## config.mk

```make
export PLATFORM = sky130hd
export DESIGN_NAME = beam_buf_ctrl
export DESIGN_NICKNAME = d
export VERILOG_FILES = /design/src/rtl/beam_buf_ctrl_pkg.sv /design/src/rtl/beam_buf_ctrl_delay_line.sv /design/src/rtl/beam_buf_ctrl.sv
export SDC_FILE = /design/constraint.sdc
export NUM_CORES = 1
export LEC_CHECK = 0
export BUFFER_PORTS_ARGS = -buffer_cell sky130_fd_sc_hd__clkbuf_2
export CORE_MARGIN = 2
export CORE_UTILIZATION = 31
export CTS_BUF_LIST = sky130_fd_sc_hd__clkbuf_4
export DETAILED_ROUTE_END_ITERATION = 12
export MAX_ROUTING_LAYER = met4
export PLACE_DENSITY = 0.48
export SLEW_MARGIN = 15
export SYNTH_ARGS = -nofsm -noshare
export SYNTH_HDL_FRONTEND = slang
export SYNTH_SLANG_ARGS = --single-unit
```

## constraint.sdc

```tcl
create_clock -name i_clk -period 4.41 [get_ports i_clk]
set_clock_uncertainty 0.1 [all_clocks]
set_input_delay 0.2205 -clock i_clk [delete_from_list [all_inputs] [get_ports i_clk]]
set_output_delay 0.2205 -clock i_clk [all_outputs]
set_load 0.02 [all_outputs]
```

## src/rtl/beam_buf_ctrl_pkg.sv

```systemverilog
// Shared types and constants for the 4-block beam buffer controller.
package beam_buf_ctrl_pkg;

  typedef enum logic [1:0] {
    S_IDLE,
    S_WR,
    S_GAP,
    S_RD
  } state_t;

  localparam int NUM_BLK    = 4;
  localparam int DEF_RD_LAT = 3;

endpackage

```

## src/rtl/beam_buf_ctrl_delay_line.sv

```systemverilog
// Fixed-depth shift register used to align read side-band with buffer data.
module bbc_delay_line #(
  parameter int DEPTH = 3,
  parameter int WIDTH = 1
) (
  input  logic             i_clk,
  input  logic             i_reset,
  input  logic [WIDTH-1:0] i_din,
  output logic [WIDTH-1:0] o_dout
);

  logic [DEPTH-1:0][WIDTH-1:0] vld_pipe;

  // Shift one stage per cycle; reset flushes everything in flight.
  always_ff @(posedge i_clk) begin
    if (i_reset) begin
      vld_pipe <= '0;
    end else begin
      vld_pipe[0] <= i_din;
      for (int i = 1; i < DEPTH; i++) vld_pipe[i] <= vld_pipe[i-1];
    end
  end

  assign o_dout = vld_pipe[DEPTH-1];

endmodule

```

## src/rtl/beam_buf_ctrl.sv

```systemverilog
// Beam buffer controller: writes four upstream bursts into four buffer
// blocks, then reads the frame back using block 0's length.
module beam_buf_ctrl
  import beam_buf_ctrl_pkg::*;
#(
  parameter int WADDR_WIDTH = 11,
  parameter int BLK_LEN     = 1024,
  parameter int RD_LAT      = DEF_RD_LAT
) (
  input  logic                   i_clk,
  input  logic                   i_reset,
  input  logic                   i_blk_vld,
  input  logic                   i_rd_ready,
  output logic [NUM_BLK-1:0]     o_wr_wen,
  output logic [WADDR_WIDTH-1:0] o_wr_addr,
  output logic                   o_rd_ren,
  output logic [WADDR_WIDTH-1:0] o_rd_addr,
  output logic                   o_rd_vld,
  output logic                   o_rd_sop,
  output logic                   o_rd_eop,
  output logic [1:0]             o_blk_idx,
  output logic                   o_busy,
  output logic                   o_ovf,
  output logic                   o_len_err
);

  // Word counters need one extra bit: a full block holds 2^WADDR_WIDTH words.
  localparam int                     CW        = WADDR_WIDTH + 1;
  localparam logic [CW-1:0]          BLK_LEN_C = CW'(BLK_LEN);
  localparam logic [WADDR_WIDTH-1:0] LAST_A    = WADDR_WIDTH'(BLK_LEN - 1);

  state_t                 state, nxt;
  logic [1:0]             blk_idx;
  logic [CW-1:0]          wcnt, l0;
  logic [WADDR_WIDTH-1:0] rd_cnt;
  logic                   accept, fall, rd_last, rd_fin, drop_rd;
  logic                   rd_ren, rd_sop, rd_eop;
  logic [2:0]             dly_out;

  // State register.
  always_ff @(posedge i_clk) begin
    if (i_reset) state <= S_IDLE;
    else         state <= nxt;
  end

  // Next state plus per-cycle write/read decisions.
  always_comb begin
    nxt     = state;
    o_busy  = (state != S_IDLE);
    accept  = 1'b0;
    fall    = 1'b0;
    rd_ren  = 1'b0;
    rd_fin  = 1'b0;
    drop_rd = 1'b0;
    rd_last = ({1'b0, rd_cnt} == l0 - CW'(1));
    case (state)
      S_IDLE, S_GAP: begin
        accept = i_blk_vld;
        if (i_blk_vld) nxt = S_WR;
      end
      S_WR: begin
        if (i_blk_vld) begin
          accept = 1'b1;
        end else begin
          fall = 1'b1;
          nxt  = (blk_idx == 2'(NUM_BLK - 1)) ? S_RD : S_GAP;
        end
      end
      S_RD: begin
        rd_ren = i_rd_ready;
        rd_fin = i_rd_ready && rd_last;
        // A burst starting on the final read cycle is taken, not dropped.
        if (rd_fin) begin
          accept = i_blk_vld;
          nxt    = i_blk_vld ? S_WR : S_IDLE;
        end else begin
          drop_rd = i_blk_vld;
        end
      end
      default: nxt = S_IDLE;
    endcase
    rd_sop = rd_ren && (rd_cnt == '0);
    rd_eop = rd_ren && rd_last;
  end

  // Write path, block bookkeeping, read address and sticky error flags.
  always_ff @(posedge i_clk) begin
    if (i_reset) begin
      o_wr_wen  <= '0;
      o_wr_addr <= '0;
      wcnt      <= '0;
      l0        <= '0;
      blk_idx   <= '0;
      rd_cnt    <= '0;
      o_ovf     <= 1'b0;
      o_len_err <= 1'b0;
    end else begin
      o_wr_wen <= '0;
      if (accept) begin
        if (wcnt < BLK_LEN_C) begin
          o_wr_wen  <= NUM_BLK'(1) << blk_idx;
          o_wr_addr <= wcnt[WADDR_WIDTH-1:0];
          wcnt      <= wcnt + CW'(1);
        end else begin
          o_wr_addr <= LAST_A;
          o_ovf     <= 1'b1;
        end
      end
      if (fall) begin
        wcnt    <= '0;
        blk_idx <= blk_idx + 2'd1;
        if (blk_idx == 2'd0)  l0        <= wcnt;
        else if (wcnt != l0)  o_len_err <= 1'b1;
      end
      if (drop_rd) o_ovf <= 1'b1;
      if (rd_ren)  rd_cnt <= rd_last ? '0 : rd_cnt + WADDR_WIDTH'(1);
    end
  end

  bbc_delay_line #(
    .DEPTH (RD_LAT),
    .WIDTH (3)
  ) u_dly (
    .i_clk   (i_clk),
    .i_reset (i_reset),
    .i_din   ({rd_ren, rd_sop, rd_eop}),
    .o_dout  (dly_out)
  );

  assign o_rd_vld  = dly_out[2];
  assign o_rd_sop  = dly_out[1];
  assign o_rd_eop  = dly_out[0];
  assign o_rd_ren  = rd_ren;
  assign o_rd_addr = rd_cnt;
  assign o_blk_idx = blk_idx;

endmodule

```

=== Word-level counts from Yosys, hierarchy flattened ===
Index checks and enable logic that the tools add are counted.

* Flip-flop bits (word level): 65
* Bits in latches: 0
* RAM bits: 0
* Bits in read-only memories: 0
* Input port bits: 4
* Output and inout bits: 35
* Logic and storage cells: 66
* Memories: 0

* Add/sub/neg operators: 4
* $mul: 0
* Div/mod/pow operators: 0
* Order comparisons: 1
* Equality and inequality tests: 10
* Shifts and indexed selects: 1
* Mux-type cells: 19
* Bitwise gates (word level): 3
* Reductions and logical operators: 16

{| class="wikitable"
|+ Operators by type and width
! cell !! number
|-
| $mux 11 || 2
|-
| $add 12x1->12 const B || 1
|-
| $eq 11x12->1 || 1
|-
| $lt 12x11->1 const B || 1
|-
| $mux 1 || 12
|-
| $ne 12x12->1 || 1
|-
| $sub 12x1->12 const B || 1
|-
| $add 11x1->11 const B || 1
|-
| $logic_not 11->1 || 1
|-
| $ne 2x2->1 const B || 4
|-
| $eq 2x2->1 const B || 3
|-
| $mux 2 || 3
|-
| $pmux 2 s3 || 1
|-
| $reduce_and 2->1 || 3
|-
| $reduce_and 3->1 || 2
|-
| $logic_not 2->1 || 2
|-
| $reduce_bool 2->1 || 2
|-
| $reduce_or 2->1 || 2
|-
| $shl 1x2->4 const A || 1
|-
| $logic_and 1x1->1 || 3
|-
| $not 1->1 || 3
|-
| $pmux 1 s3 || 1
|-
| $reduce_or 3->1 || 1
|-
| $add 2x1->2 const B || 1
|-
| $eq 2x1->1 const B || 1
|}

=== Logic depth before layout (Yosys ltp) ===
Gate-level depths: netlist of the first run.

* Word-level depth: 7
* Depth in mapped cells: 12
* Gate-level depth less buffers: 9

=== Hierarchy ===
Synthesis of the first run repeated with hierarchy kept, for this count alone.

* Cells, all modules: 376
* Area total of the unflattened synthesis: 3171.8 um^2

{| class="wikitable"
|+ By module, submodules not included
! module !! times used !! cells an instance !! area an instance (um^2) !! sequential area each (um^2)
|-
| beam_buf_ctrl || 1 || 355 || 2912.8 || 1121.1
|-
| bbc_delay_line || 1 || 21 || 259.0 || 180.2
|}

=== Worst setup path after synthesis of the first run ===
No wires, ideal clock.

* Kind: reg-to-reg
* Start point: reg l0[0]
* End point: reg wcnt[8]
* Setup time: 130 ps
* Arrival: 2716 ps
* Data required time: 4180 ps
* Slack: 1464 ps
* Cell stages (with the launch flop): 12
* Cell sequence: dfxtp_1 > clkbuf_1 > inv_1 > ha_1 > or3b_4 > or4_4 > a21oi_2 > o311a_2 > a31oi_4 > buf_4 > o41ai_1 > a21oi_1

* Longest elaborated chain between the ends: 6

{| class="wikitable"
|+ Ends and longest elaborated chain
! what !! RTL line !! text
|-
| from (decl) || beam_buf_ctrl.sv:34 || <nowiki>logic [CW-1:0] wcnt, l0;</nowiki>
|-
| from (signal assigned) || beam_buf_ctrl.sv:112 || <nowiki>if (blk_idx == 2'd0) l0 <= wcnt;</nowiki>
|-
| $sub 12x1->12 || beam_buf_ctrl.sv:55 || <nowiki>rd_last = ({1'b0, rd_cnt} == l0 - CW'(1));</nowiki>
|-
| $eq 11x12->1 || beam_buf_ctrl.sv:55 ||
|-
| $logic_and 1x1->1 || beam_buf_ctrl.sv:71 || <nowiki>rd_fin = i_rd_ready && rd_last;</nowiki>
|-
| $mux 1 || beam_buf_ctrl.sv:73 || <nowiki>if (rd_fin) begin</nowiki>
|-
| $pmux 1 s3 || beam_buf_ctrl.sv:56 || <nowiki>case (state)</nowiki>
|-
| $reduce_and 2->1 (no line) || -- ||
|-
| to (signal assigned) || beam_buf_ctrl.sv:103 || <nowiki>wcnt <= wcnt + CW'(1);</nowiki>
|-
| to (decl) || beam_buf_ctrl.sv:34 ||
|}

No other way between the ends.
A chain may end at the register's enable or synchronous reset.

=== Worst setup path in the final report of the first run ===
* Start point: reg l0[0]
* End point: reg wcnt[4]

The elaborated chain is that of the path after synthesis.

==> results of run 1 <==
==> synthesized netlist by cell type (2+ instances only) <==
library cell  number  area share
dfxtp_1           65        0.40
nor2b_1            7       0.013
a31o_2             3      0.0081
nor4_1            15       0.029
xnor2_1           17       0.046
a21oi_1           25       0.038
o211a_1            2      0.0062
o21ai_0            7       0.011
nor2_1            40       0.046
buf_2              5      0.0077
inv_1             12       0.014
nand4b_1           3      0.0081
or4_1              6       0.014
ha_1               6       0.023
or2_2              4      0.0077
nand2_1           37       0.043
o21a_1             3      0.0069
or3_1              7       0.013
nor3_1            26       0.040
and3_1             2      0.0038
and4_1             2      0.0054
xor2_1            17       0.046
buf_1              3      0.0035
a31oi_1            4      0.0077
and2_1             3      0.0058
nand4_1           10       0.019
nand3_1           14       0.022
o31ai_1            8       0.018
clkbuf_1          21       0.024
==> power by group through the flow <==
stage | sequential (W) | clock (W) | combinational, W
after floorplan | 0.000625 | 0 | 0.0000513
after global placement | 0.000620 | 0 | 0.0000805
after detailed placement | 0.000620 | 0 | 0.0000805
after CTS | 0.000607 | 0.000466 | 0.0000809
after global routing | 0.000608 | 0.000492 | 0.0000882
final | 0.000606 | 0.000449 | 0.0000794
==> worst max-delay path by stage <==
| stage | startpoint | endpoint | depth (start not counted) | slack, ns |
|---|---|---|---|---|
| after floorplan | l0[0] | wcnt[8] | 11 | 1.46 |
| after global placement | l0[0] | wcnt[3] | 9 | 1.30 |
| after detailed placement | l0[0] | wcnt[4] | 9 | 1.20 |
| after CTS | l0[0] | wcnt[4] | 9 | 1.19 |
| after global routing | l0[0] | wcnt[7] | 9 | 0.99 |
| final | l0[0] | wcnt[4] | 9 | 1.19 |
==> cells by family after synthesis <==
kind of cell,Yosys count,share of synthesized area
simple gates,185,0.298
flops,65,0.400
compound gates,63,0.131
buf+inv,43,0.0527
xor+xnor,34,0.0915
fa+ha+maj,6,0.0231
mux,1,0.00308
==> cell type report <==
class	count	share of cell area
multi-input combinational	289	0.489
timing repair buffer	39	0.0542
tap	136	0.0467
inverter	13	0.0134
clock inverter	5	0.0196
sequential	65	0.357
clock buffer	10	0.0206
==> stage by stage <==
step | hold slack, ns | instance area (um^2)
final | 0.0421 | 3650
after global routing | 0.00853 | 3650
after CTS | 0.0149 | 3650
after detailed placement | 0.324 | 3500
after global placement | 0.316 | 3500
after floorplan | 0.244 | 3250
==> state kept, by name (all words and copies together), names as in the netlist <==
register        flops
wcnt               12
o_ovf               1
o_rd_addr          11
o_wr_wen            4
o_wr_addr          11
u_dly.o_dout        3
l0                 12
o_blk_idx           2
u_dly.vld_pipe      6
state               2
o_len_err           1
==> layer usage <==
metal  part of all wire  vias up  routed length, um  global-route usage
met5                  0        -                  0                   -
met1               0.48     1308               3850               0.195
met4              0.022        0                178              0.0566
met3              0.041       19                327              0.0423
li1                   -     1444                  -                   -
met2               0.46       73               3720               0.238
==> metrics list, run 1 <==
* Status: finished, final reports clean
* Area of the core: 10300 um^2
- Post-synth EDFFs: 0
- Cell-by-cell trace of the critical path: inv_1 -> ha_1 -> or3b_4 -> or4_4 -> a21oi_2 -> o311a_2 -> a31oi_4 -> or4_1 -> a21oi_1
- The number of hold violations in the final report came to 0.
- In this run the critical register-to-register path is launched from l0[0].
* Number of core rows: 37
- Based on the critical path, the design can be clocked at up to 310 MHz.
* Final instance count without filler cells: 557
* Number of primary I/O pins: 39
- Worst setup SP type: register
* Post-CTS setup buffer count: 0
- For the finished layout, the period the worst path requires is 3.22 ns.
* Relative slew margins: 0.347
* Instance count of the mapped netlist: 397
- Before CTS, the worst setup slack after placement is 1.20 ns.
- HP Class: in2reg
- Power comes to 0.00113 W.
- Leading register cell type out of synthesis: dfxtp_1
- Initial Util: 0.317
* Leakage power summed over all cells: 1.46 nW
* Antenna cells: 0
* Data required, critical path: 4.66 ns
- The number of max-slew violations in the final report is 0.
- Buffer depth of the longest clock path: 2
- Post-synth design cell area: 3250 um^2
- Synthesized netlist net count: 407
* Highest-count cells in the layout ignoring fill and taps: dfxtp_1, nor2_1, clkbuf_2, nand2_1, nor3_1
- Along the worst path, the maximum fanout reaches 26.
- Clock buffers created by TritonCTS: 9
* Storage cell area: 1300 um^2
- During placement, the flow inserted port buffers numbering 38.
* Root Driver: clkbuf_4
* Post-synth cell types: 52
* Wire length of the first global-routing pass: 13400 um
* Sink of the worst hold path: state[0]
* Iteration count of the initial detailed-routing pass: 5
- Largest delay share family, worst path: simple AND/OR/NAND/NOR gates
- For this run, the register share of the synthesized area comes to 0.400.
* Buffering stage count on the worst path with inverters included: 1
- Fillers: 1127
- Int Pwr: 0.000850 W
- DR vias/cell: 5.11
- For this design, the slowest cell found on the critical path is or4_1.
- Relative contribution of sequential cells to total power: 0.534
* Total Neg Setup Slack: 0 ns
- Max_cap viols: 0
- The endpoint identified for the worst register-to-register timing path is wcnt[4].
- At the pin with the least slew margin, the transition time is 0.980 ns.
* DIE AREA: 11300 um^2
- At the end of the flow, the number of nets in the layout was 427.
* Area added between synthesis and finish: 12.0%
* Average wire per cell in the routed design: 14.5 um
- Async set-or-reset flop fraction in the synthesized netlist: 0
- Part of the total power dissipated in combinational logic: 0.070
* Number of remaining DRC errors: 0
- Sink Count: 65
- After clock tree synthesis, the clock-pin slew on the worst setup and hold paths is 0.10 ns.
- Number of antenna violations at the first check in global routing: 0
- Total number of vias: 2844
- Once placement completed, the tool counted placed cells totaling 542.
- Once detail routing completed, the nets flagged for antenna violations numbered 0.
- Detailed placement finished with a half-perimeter wire length of 5690 um.
- For this run the aggregate overflow at the end of global routing stands at 0.
- Commonest non-fill, non-tap cell in the layout: dfxtp_1
- Switching power of the nets: 0.000284 W
* Final clock period utilization by the worst path: 0.730
* Hold Crit Depth: 2
* Synth warn: 0
- Entering global routing, the biggest net connects 48 pins.
- HP Start: i_blk_vld
- Worst VDD drop: 0.000147 V
- The setup check on the worst reg-to-reg path leaves a slack of 1.19 ns.
- Cts repair resizes: 0
* Post-route core utilization: 0.355
- Mean post-synth cell area: 8.20 um^2
- The number of global-route vias before repair was 2693.
- Die width: 106 um
- Setup violations remaining at the end of the flow were counted as 0.
* Clock network fraction of total power: 0.396
* Clk Latency, worst-skew pair: 0.42 ns
- Dividing total power by cell area gives a power density of 311 nW/um^2.
- Clock tree from TritonCTS: yes
- Maximum level of the CTS H-tree: 3
- In this run, post-CTS hold repair placed 0 buffers.
- The floorplan step set the die height to 106 um.
- In this run, synthesis produced a sequential element count of 65.
- In the final layout, the multi-input gates occupy 1780 um^2.
* Total track usage: 0.155
- Across all setup checks in the final design, the least slack found is 1.19 ns.
- Layout cells sized above 1: 0.157
* R2R depth: 9
* Worst Path Arrival: 3.47 ns
- Critical Path Sink Type: register
- Switching part of the total power: 0.251
* DRC violation total after the first TritonRoute iteration: 119
- The largest single stage delay on the critical path is 0.54 ns.
- Routability Congestion: 0.854
- Type of the worst setup path: reg2reg
- Wires add up to 8070 um.
- Unrepaired setup endpoints after global routing: no
No activity file was read; power rests on OpenSTA's default activity.
==> run 2, diff against run 1 <==
==> constraint.sdc (replaced) <==
create_clock -name i_clk -period 3.3 [get_ports i_clk]
set_clock_uncertainty 0.1 [all_clocks]
set_input_delay 0.165 -clock i_clk [delete_from_list [all_inputs] [get_ports i_clk]]
set_output_delay 0.165 -clock i_clk [all_outputs]
set_load 0.02 [all_outputs]
==> run 2 against run 1 <==
Compared with the run above:
- die area stayed put
- sequential cell count stayed put
- critical path depth stayed put
- non-clock buffer count is 6 higher
- core utilization is 0.69 points higher
- final cell count is 1.3% higher
- routed wire length is 2.8% higher
- via count is 1.1% higher
- hold slack better by 0.029 ns
- critical endpoint is now wcnt[7]
==> metrics list, run 2 (synthesized netlist as in run 1, its figures left out) <==
* Switching part of the total power: 0.268
- Sink Count: 65
- For this run, the detailed router's first-pass iteration total came to 4.
* Max_cap viols: 0
* Antenna-violating nets left: 0
- Clock buffers created by TritonCTS: 9
- Measured against its own limit, the worst slew margin works out to 0.592.
- In the finished design, the share of the clock period the worst path needs comes to 0.951.
- Dividing the detail-routed via count by the number of cells gives 5.10.
- Maximum level of the CTS H-tree: 3
- Dividing the detail-routed wire length by the instance count gives 14.7 um.
- Total number of vias: 2874
- Worst VDD drop: 0.000213 V
- Commonest non-fill, non-tap cell in the layout: dfxtp_1
- The die is 106 um wide.
- Number of antenna violations at the first check in global routing: 0
- Leakage power summed over all cells: 1.49 nW
* Number of remaining DRC errors: 0
- Number of primary I/O pins: 39
* Int Pwr: 0.00115 W
* Data required, critical path: 3.54 ns
- Buffer depth of the longest clock path: 2
* Number of core rows: 37
- Highest-count cells in the layout ignoring fill and taps: dfxtp_1, nor2_1, clkbuf_2, nand2_1, nor3_1
- Final period demand of the worst path: 3.14 ns
- Placed cells: 547
* Clk Latency, worst-skew pair: 0.42 ns
- Of the total power, the clock network draws 0.413.
- Summed over all layers, the global routing overflow is 0.
- Entering global routing, the biggest net connects 30 pins.
- Placed cell areas: 3540 um^2
* Clock transition at path regs: 0.13 ns
- HP Class: in2reg
- The floorplan step defined a die boundary enclosing 11300 um^2.
- Count of final setup violators: 0
- Root Driver: clkbuf_4
* Worst Max-Slew Pin Slew: 0.612 ns
- The run finished with clean final reports.
* Area of the core: 10300 um^2
- Initial Util: 0.317
- DRC violation total after the first TritonRoute iteration: 124
* Total Neg Setup Slack: 0 ns
- The critical path is of the reg2reg type.
* Layout cells sized above 1: 0.175
- Fmax: 319 MHz
- Area added between synthesis and finish: 14.2%
* Post-route standard cell area excluding fillers: 3720 um^2
* Routability Congestion: 0.832
- In the global route stage, overall resource usage came out at 0.150.
* Cell Pwr Density: 423 nW/um^2
- Overall die height: 106 um
- Worst setup SP type: register
- Vias in the first global route: 2534
* Final number of max-transition violations: 0
* Total wirelength of the detailed-routed design: 8300 um
- Highest net fanout along the worst path: 20
* Switching power of the nets: 0.000421 W
- The share of total power dissipated in sequential elements is 0.516.
- Once layout is complete, the cells apart from fillers number 564.
* HPWL after DPL: 5880 um
* Final Hold Vio Count: 0
- Count of input and output buffers: 38
- After filler insertion, the fill cell instance count of the layout stands at 1115.
- Clock tree from TritonCTS: yes
- The first global-routing pass estimated 13100 um of wire.
- For the worst setup path, the data arrival time is 3.38 ns.
- Cts repair resizes: 0
* Antenna cells: 0
- The worst setup path is captured at a register.
- Setup repair after global routing left no endpoint under its margin.
* Part of the total power dissipated in combinational logic: 0.071
- In the final layout, the registers with the most flip-flops are l0: 12 flops, wcnt: 12 flops.
* Number of nets in the layout: 433
run 2: power groups by stage:
| stage | combinational, W | sequential [W] | clock, W |
|---|---|---|---|
| after global placement | 0.000111 | 0.000828 | 0 |
| after global routing | 0.000123 | 0.000813 | 0.000697 |
| after CTS | 0.000113 | 0.000811 | 0.000669 |
| after detailed placement | 0.000112 | 0.000829 | 0 |
| final | 0.000112 | 0.000811 | 0.000649 |
| after floorplan | 0.0000686 | 0.000835 | 0 |
run 2: per-layer routing:
metal  wire [um]  GRT usage
met4         133     0.0492
met1        4100      0.199
met2        3700      0.221
met5           0          -
met3         367     0.0386
run 2: repair_timing:
| item | 4_1_cts | 5_1_grt |
|---|---|---|
| endpoints found under the setup margin | 0 | 0 |
| hold endpoints to repair | 1 | 0 |
| hold buffers | 1 | 0 |
| buffers inserted | 0 | 0 |
run 2: final timing paths:
path                      from           endpoint  slack [ns]  cells past startpoint
max reg2reg              l0[1]            wcnt[7]        0.16                      9
min reg2reg  u_dly.vld_pipe[0]  u_dly.vld_pipe[3]        0.35                      1
max                      l0[1]            wcnt[7]        0.16                      9
min                 i_rd_ready           state[1]        0.07                      3
run 2: layout make-up:
cell class	count	area (um^2)	area share
Clock buffer	9	67.6	0.0182
Timing Repair Buffer	45	245	0.0660
Inverter	13	48.8	0.0131
Multi-Input combinational cell	289	1780	0.479
Tap cell	136	170	0.0458
Clock inverter	7	103	0.0276
Sequential cell	65	1300	0.350
run 2: worst max-delay path: stages, from the launching register on:
cell and delay, ns:
dfxtp_1 0.40, inv_1 0.08, ha_1 0.27, or3b_4 0.44, or4_4 0.49, a21oi_2 0.17
o311a_2 0.21, a31oi_4 0.22, or4_1 0.54, a21oi_1 0.15
run 2: metrics by stage:
stage / hold slack (ns) / utilization / setup WS [ns] / power (W)
after floorplan: 0.189 / - / 0.354 / 0.000904
after global placement: 0.315 / 0.344 / 0.286 / 0.000939
after detailed placement: 0.324 / 0.344 / 0.211 / 0.000940
after CTS: 0.0391 / 0.362 / 0.180 / 0.00159
after global routing: 0.0638 / 0.362 / 0.0301 / 0.00163
final: 0.0713 / 0.362 / 0.163 / 0.00157
